## src/rtl/countdown_timer_if.sv

```systemverilog
// countdown_timer_if: control and status signals of the countdown timer
interface countdown_timer_if #(parameter int WIDTH = 8);
  logic             en_i;
  logic             load_i;
  logic             stop_i;
  logic             reload_i;
  logic [WIDTH-1:0] data_i;
  logic [WIDTH-1:0] cnt_o;
  logic             tc_o;
  logic             busy_o;
  logic             done_o;
  modport master (output en_i, load_i, stop_i, reload_i, data_i, input cnt_o, tc_o, busy_o, done_o);
  modport slave (input en_i, load_i, stop_i, reload_i, data_i, output cnt_o, tc_o, busy_o, done_o);
endinterface

```

## src/rtl/countdown_timer.sv

```systemverilog
// countdown_timer: loadable down-counter with one-cycle terminal-count pulse and optional auto-reload
module countdown_timer #(parameter int WIDTH = 8) (
  input  logic             clk_i,
  input  logic             rst_i,
  countdown_timer_if.slave bus
);
  typedef enum logic [1:0] {IDLE, RUN, DONE} state_t;
  state_t           state_q, state_d;
  logic [WIDTH-1:0] cnt_q, cnt_d, reload_q, reload_d;
  logic             tc_q, tc_d;
  logic             last;
  assign last = cnt_q == WIDTH'(1);
  // next state: load beats stop beats count; terminal count only from RUN at cnt==1
  always_comb begin
    state_d  = state_q;
    cnt_d    = cnt_q;
    reload_d = reload_q;
    tc_d     = 1'b0;
    if (bus.load_i) begin
      cnt_d    = bus.data_i;
      reload_d = bus.data_i;
      state_d  = bus.data_i != '0 ? RUN : IDLE;
    end else if (bus.stop_i) begin
      cnt_d   = '0;
      state_d = IDLE;
    end else if (state_q == RUN && bus.en_i) begin
      tc_d    = last;
      cnt_d   = !last ? cnt_q - WIDTH'(1) : bus.reload_i ? reload_q : '0;
      state_d = !last || bus.reload_i ? RUN : DONE;
    end
  end
  // state, count, reload value and pulse registers
  always_ff @(posedge clk_i or posedge rst_i) begin
    if (rst_i) begin
      state_q  <= IDLE;
      cnt_q    <= '0;
      reload_q <= '0;
      tc_q     <= 1'b0;
    end else begin
      state_q  <= state_d;
      cnt_q    <= cnt_d;
      reload_q <= reload_d;
      tc_q     <= tc_d;
    end
  end
  assign bus.cnt_o  = cnt_q;
  assign bus.tc_o   = tc_q;
  assign bus.busy_o = state_q == RUN;
  assign bus.done_o = state_q == DONE;
endmodule

```

## src/flat_wrapper.sv

```systemverilog
// flat-port wrapper written by rule: the top's interface ports become plain ports
module countdown_timer_flat 
#(parameter int WIDTH = 8)
  (clk_i, rst_i, bus_en_i, bus_load_i, bus_stop_i, bus_reload_i, bus_data_i, bus_cnt_o, bus_tc_o, bus_busy_o, bus_done_o);
  countdown_timer_if #(.WIDTH(WIDTH)) bus_i ();
  input  logic clk_i;
  input  logic rst_i;
  input wire logic [$bits(bus_i.en_i)-1:0] bus_en_i;
  input wire logic [$bits(bus_i.load_i)-1:0] bus_load_i;
  input wire logic [$bits(bus_i.stop_i)-1:0] bus_stop_i;
  input wire logic [$bits(bus_i.reload_i)-1:0] bus_reload_i;
  input wire logic [$bits(bus_i.data_i)-1:0] bus_data_i;
  output wire logic [$bits(bus_i.cnt_o)-1:0] bus_cnt_o;
  output wire logic [$bits(bus_i.tc_o)-1:0] bus_tc_o;
  output wire logic [$bits(bus_i.busy_o)-1:0] bus_busy_o;
  output wire logic [$bits(bus_i.done_o)-1:0] bus_done_o;
  assign bus_i.en_i = bus_en_i;
  assign bus_i.load_i = bus_load_i;
  assign bus_i.stop_i = bus_stop_i;
  assign bus_i.reload_i = bus_reload_i;
  assign bus_i.data_i = bus_data_i;
  assign bus_cnt_o = bus_i.cnt_o;
  assign bus_tc_o = bus_i.tc_o;
  assign bus_busy_o = bus_i.busy_o;
  assign bus_done_o = bus_i.done_o;
  countdown_timer #(.WIDTH(WIDTH)) u_core (.clk_i(clk_i), .rst_i(rst_i), .bus(bus_i));
endmodule
```

## config.mk

```make
export PLATFORM = sky130hd
export DESIGN_NAME = countdown_timer_flat
export DESIGN_NICKNAME = d
export VERILOG_FILES = /design/src/rtl/countdown_timer_if.sv /design/src/rtl/countdown_timer.sv /design/src/flat_wrapper.sv
export SDC_FILE = /design/constraint.sdc
export NUM_CORES = 1
export LEC_CHECK = 0
export CORE_MARGIN = 8
export CORE_UTILIZATION = 53
export CTS_BUF_LIST = sky130_fd_sc_hd__clkbuf_4 sky130_fd_sc_hd__clkbuf_8 sky130_fd_sc_hd__clkbuf_16
export CTS_CLUSTER_DIAMETER = 30
export DETAILED_ROUTE_END_ITERATION = 7
export MAX_ROUTING_LAYER = met4
export PLACE_DENSITY = 0.83
export SYNTH_ARGS = -nofsm -noshare
export SYNTH_HDL_FRONTEND = slang
export SYNTH_SLANG_ARGS = --single-unit
```

## constraint.sdc

```tcl
create_clock -name clk_i -period 3 [get_ports clk_i]
set_input_delay 0.9 -clock clk_i [delete_from_list [all_inputs] [get_ports clk_i]]
set_output_delay 0.9 -clock clk_i [all_outputs]
set_load 0.005 [all_outputs]
```

==> results of run 1 <==
-- sequential cells by signal, summed over array words and instances, names as in the netlist --
signal and cells:
u_core.bus.tc_o 1, u_core.bus.cnt_o 8, u_core.reload_q 8, u_core.state_q 2
-- where the power goes --
group          leakage (nW)  total, mW  internal [mW]  switching [mW]
combinational         0.339      0.158         0.0784          0.0791
clock                0.0177      0.135         0.0499          0.0849
sequential            0.236      0.309          0.278          0.0307
-- cell usage after synthesis (2+ instances only) --
library cell  instances  share of area
a211oi_1              3          0.020
a21boi_0              2          0.013
a21oi_1               7          0.031
a31oi_1               3          0.017
clkbuf_1              3          0.010
dfrtp_1              19           0.43
ha_1                  2          0.022
inv_1                10          0.034
mux2_2                2          0.020
nand2_1              14          0.047
nand4_1               3          0.017
nor2_1               10          0.034
nor2b_1               3          0.017
nor3_1                4          0.018
o21ai_0              10          0.045
o31ai_2               2          0.022
or4_1                 2          0.013
xor2_1                2          0.016
-- layer usage --
layer,vias up,part of all wire,track usage
li1,498,-,-
met1,500,0.40,0.236
met2,87,0.46,0.273
met3,11,0.11,0.0309
met4,0,0.030,0.0974
met5,-,0,-
-- worst register-to-register path: cells and delay by family, from the launching register on --
family,cells,cell delay [ns]
buffers and inverters,2,0.32
and+or+nand+nor,2,0.35
adders and majority gates,1,0.15
AOI/OAI and AO/OA,2,0.43
DFF,1,0.45
-- stage by stage --
step | cells | utilization | worst slack, ns | instance area, um^2 | hold slack (ns)
CTS | 177 | 0.708 | 0.628 | 1400 | 0.524
global route | 177 | 0.708 | 0.576 | 1400 | 0.552
detailed placement | 173 | 0.694 | 0.657 | 1380 | 0.496
global placement | 173 | 0.694 | 0.688 | 1380 | 0.497
floorplan | 126 | - | 1.09 | 1110 | 0.480
finish | 177 | 0.708 | 0.612 | 1400 | 0.522
-- logic make-up (layout without fill, tap and decap cells) --
group,Yosys count,after routing,synth area share
and+or+nand+nor,46,46,0.221
xor gates and xnor gates,3,3,0.0236
AOI/OAI and AO/OA,38,38,0.228
DFF,19,19,0.426
buffers and inverters,16,40,0.0584
muxes,2,2,0.0202
adders and majority gates,2,2,0.0224
-- how the worst min path moves through the flow --
stage,to,depth (start not counted),slack [ns]
3_5_place_dp,u_core.reload_q[3],1,0.50
5_1_grt,u_core.reload_q[2],2,0.55
6_report,u_core.reload_q[3],1,0.52
2_1_floorplan,u_core.reload_q[3],1,0.48
3_3_place_gp,u_core.reload_q[3],1,0.50
4_1_cts,u_core.reload_q[3],1,0.52
-- cell type report --
| type | count | area, um^2 | share of cell area |
|---|---|---|---|
| clock buffer | 3 | 22.5 | 0.0160 |
| inverter | 10 | 37.5 | 0.0267 |
| tap | 27 | 33.8 | 0.0241 |
| multi-input combinational | 91 | 574 | 0.409 |
| sequential | 19 | 475 | 0.339 |
| clock inverter | 1 | 5.00 | 0.00357 |
| timing repair buffer | 26 | 255 | 0.182 |
==> flow_summary.toml, run 1 <==
[floorplanning]
coreArea_um2 = 1980
start_util = 0.562
io_pins = 25
rows = 16
dieArea_um2 = 3830
die_h_um = 61.9
fp.dieW_um = 61.9

[cts]
clock-sinks = 19
postCtsSetupBuffers = 0
clock_path_buffers = 2
clkLatencyLatePin_ns = 0.31
cts_made_buffers = 3
cts_tree = "yes"
root_buffer = "clkbuf_4"
cts.clk_slew.worst_paths_ns = 0.11
htree_levels = 1
ctsResizeCount = 0
cts_hold_buf = 0

[setup_path]
r2r_start = "u_core.bus.cnt_o[1]"
cp_slowest_cell = "clkdlybuf4s50_1"
cp.arrival_ns = 1.49
path_cells = "nor2b_1, clkdlybuf4s50_1"
worst-path-buf-inv = 1
rr_endpoint = "u_core.bus.cnt_o[7]"
endpoint = "bus_busy_o"
reg2reg_slack_ns = 1.19
crit_path_max_incr_delay_ns = 0.55
startpoint = "u_core.state_q[0]"
critPathTopFamily = "buffers and inverters"
worstPathRequired_ns = 2.10
ff2ff_path_depth = 7
endpoint_kind = "primary output"
cp-start-kind = "flip-flop"
critPathKind = "flip-flop to primary output"
critPathMaxFanout = 6
worst-path-stages = 2

[yosys]
async_flop_share = 1.00
ys.flop_type = "dfrtp_1"
synthCells = 126
synth.yosys.seq_area_share = 0.426
synth-edff-count = 0
synth_fp_nets = 142
yosysWarnings = 0
syn_area_um2 = 1110
post_synth_num_cell_types = 43
ys_ff_latch = 19
syn-mean-instance-area_um2 = 8.85

[place]
io_buffers = 24
gp_congestion = 0.900
dp.final_hpwl_mm = 2.34

[drt]
post_drt_wl_per_cell_um = 17.0
drtAntennaViolNets = 0
drt-initial-drc-count = 90
via_per_inst = 6.19
drc = 0
wirelength_mm = 3.02
drtPass1Iterations = 5
vias = 1096

[global_route]
antenna_found_initial = 0
grt_usage = 0.185
grt_max_degree = 20
grt_pass1_vias = 1043
overflow = 0
grt_pass1_wl_mm = 5.08

[sta]
setup_viol = 0
max_freq_mhz = 419
clock_skew_ns = 0.00355
period_minus_slack_ns = 2.39
period_share = 0.796
slew_violations = 0
worstMarginPinSlew_ns = 0.722
rsz0062_at_grt = "false"
finalHoldViolations = 0
slew_headroom = 0.518
finalSetupTns_ns = 0

[run_status]
outcome = "completed"

[finish]
area_growth_syn_to_layout_pct = 25.9
layout-drive-gt1-share = 0.0867
fillCellCount = 164
mostFrequentLayoutCells = "clkdlybuf4s50_1 (24), dfrtp_1 (19), nand2_1 (14)"
antenna_cells = 0
final_common_cell = "clkdlybuf4s50_1"
fin_nets = 167

[worst_hold_path]
hp-start = "u_core.reload_q[3]"
holdCritPathClass = "flip-flop to flip-flop"

[pwr]
p_total_mw = 0.601
p_per_area_nw_per_um2 = 428
ir_worst_vdd_v = 0.000347
p_leak_nw = 0.593

[run]
cap_violations = 0
Power figures use the tool's default switching activity.
==> run 2: changes to the inputs <==
--- a/config.mk
+++ b/config.mk
@@ -5,13 +5,14 @@
 export SDC_FILE = /design/constraint.sdc
 export NUM_CORES = 1
 export LEC_CHECK = 0
+export CORE_ASPECT_RATIO = 1.75
 export CORE_MARGIN = 8
-export CORE_UTILIZATION = 53
+export CORE_UTILIZATION = 49
 export CTS_BUF_LIST = sky130_fd_sc_hd__clkbuf_4 sky130_fd_sc_hd__clkbuf_8 sky130_fd_sc_hd__clkbuf_16
 export CTS_CLUSTER_DIAMETER = 30
 export DETAILED_ROUTE_END_ITERATION = 7
 export MAX_ROUTING_LAYER = met4
-export PLACE_DENSITY = 0.83
+export PLACE_DENSITY = 0.78
 export SYNTH_ARGS = -nofsm -noshare
 export SYNTH_HDL_FRONTEND = slang
 export SYNTH_SLANG_ARGS = --single-unit
==> constraint.sdc (replaced) <==
create_clock -name clk_i -period 2.3 [get_ports clk_i]
set_input_delay 0.69 -clock clk_i [delete_from_list [all_inputs] [get_ports clk_i]]
set_output_delay 0.69 -clock clk_i [all_outputs]
set_load 0.005 [all_outputs]
==> flow_summary.toml, run 2 (synthesized netlist as in run 1, its figures left out) <==
[setup_path]
cp.arrival_ns = 1.36
reg2reg_slack_ns = 0.32
critPathMaxFanout = 6
r2r_start = "u_core.bus.cnt_o[1]"
worstPathRequired_ns = 1.61
endpoint_kind = "primary output"
startpoint = "u_core.state_q[0]"
rr_endpoint = "u_core.bus.cnt_o[4]"
ff2ff_path_depth = 6
cp-start-kind = "flip-flop"
critPathKind = "flip-flop to primary output"

[drt]
wirelength_mm = 3.25
drc = 0
vias = 1104
drt-initial-drc-count = 46
post_drt_wl_per_cell_um = 18.2
via_per_inst = 6.20
drtAntennaViolNets = 0
drtPass1Iterations = 4

[sta]
slew_violations = 0
period_share = 0.891
slew_headroom = 0.662
worstMarginPinSlew_ns = 0.503
period_minus_slack_ns = 2.05
finalSetupTns_ns = 0
final.setup.worst_slack_ns = 0.251
holdWs_ns = 0.521
clock_skew_ns = 0.00700
rsz0062_at_grt = "false"
setup_viol = 0
max_freq_mhz = 488
finalHoldViolations = 0

[floorplanning]
dieArea_um2 = 4120
start_util = 0.503
die_h_um = 79.1
io_pins = 25
fp.dieW_um = 52.1
coreArea_um2 = 2220
rows = 23

[finish]
antenna_cells = 0
final_cells = 178
final_common_cell = "clkdlybuf4s50_1"
area_growth_syn_to_layout_pct = 29.4
layout-drive-gt1-share = 0.105
fin_nets = 170
mostFrequentLayoutCells = "clkdlybuf4s50_1 (24), dfrtp_1 (19), nand2_1 (14)"

[place]
gp_congestion = 0.955
dp.final_hpwl_mm = 2.54
io_buffers = 24
dp_cells = 174
dp_slack_ns = 0.103

[run]
cap_violations = 0

[cts]
root_buffer = "clkbuf_8"
ctsResizeCount = 0
cts_tree = "yes"
cts.clk_slew.worst_paths_ns = 0.08
cts_made_buffers = 3
clkLatencyLatePin_ns = 0.27
htree_levels = 1
postCtsSetupBuffers = 0
clock_path_buffers = 2
clock-sinks = 19
cts_hold_buf = 0

[global_route]
grt_usage = 0.172
overflow = 0
grt_max_degree = 20
grt_pass1_vias = 1102
grt_pass1_wl_mm = 5.26
antenna_found_initial = 0

[worst_hold_path]
hold_path_end = "u_core.reload_q[3]"
hp-start = "u_core.reload_q[3]"
holdPathStages = 1
holdCritPathClass = "flip-flop to flip-flop"

[pwr]
p_per_area_nw_per_um2 = 593
ir_worst_vdd_v = 0.000533
p_leak_nw = 0.615

[run_status]
outcome = "completed"
==> run 2: changes by cell type in the layout (fill, tap and decap cells not counted) <==
| cell | change |
|---|---|
| buf_4 | +3 |
| clkbuf_4 | -3 |
| clkbuf_8 | +3 |
==> run 2: layout make-up <==
class                           count  area (um^2)
Clock buffer                        3         41.3
Clock inverter                      1         5.00
Inverter                           10         37.5
Timing Repair Buffer               29          278
Tap cell                           25         31.3
Fill cell                         188          773
Sequential cell                    19          475
Multi-Input combinational cell     91          574
==> run 2: critical path, stage by stage, from the launching register on <==
cell and delay, ns:
dfrtp_1 0.44, nor2b_1 0.16, clkdlybuf4s50_1 0.51
==> run 2: power by group <==
group	switching [mW]	total [mW]	internal, mW
registers	0.0399	0.403	0.363
clock network	0.123	0.244	0.121
logic	0.104	0.210	0.106
total	0.266	0.856	0.589
==> run 2: how the worst max path moves through the flow <==
| stage | slack, ns | end | cells past startpoint |
|---|---|---|---|
| final | 0.25 | bus_busy_o | 2 |
| after global routing | 0.21 | u_core.bus.cnt_o[0] | 7 |
| after CTS | 0.25 | bus_done_o | 2 |
| after detailed placement | 0.10 | u_core.bus.cnt_o[4] | 3 |
| after global placement | 0.15 | u_core.bus.cnt_o[6] | 5 |
| after floorplan | 0.60 | u_core.bus.cnt_o[6] | 6 |
==> run 2: metal layers <==
layer	track usage	vias up	routed length, um
li1	-	505	-
met1	0.172	536	1170
met2	0.303	49	1780
met3	0.0280	14	182
met4	0.0856	0	114
met5	-	-	0
==> run 2: through the flow <==
step	utilization	cell area, um^2	total power, mW
final	0.651	1440	0.856
after global routing	0.651	1440	0.899
after CTS	0.651	1440	0.855
after detailed placement	0.630	1400	0.617
after global placement	0.630	1400	0.610
after floorplan	-	1110	0.515
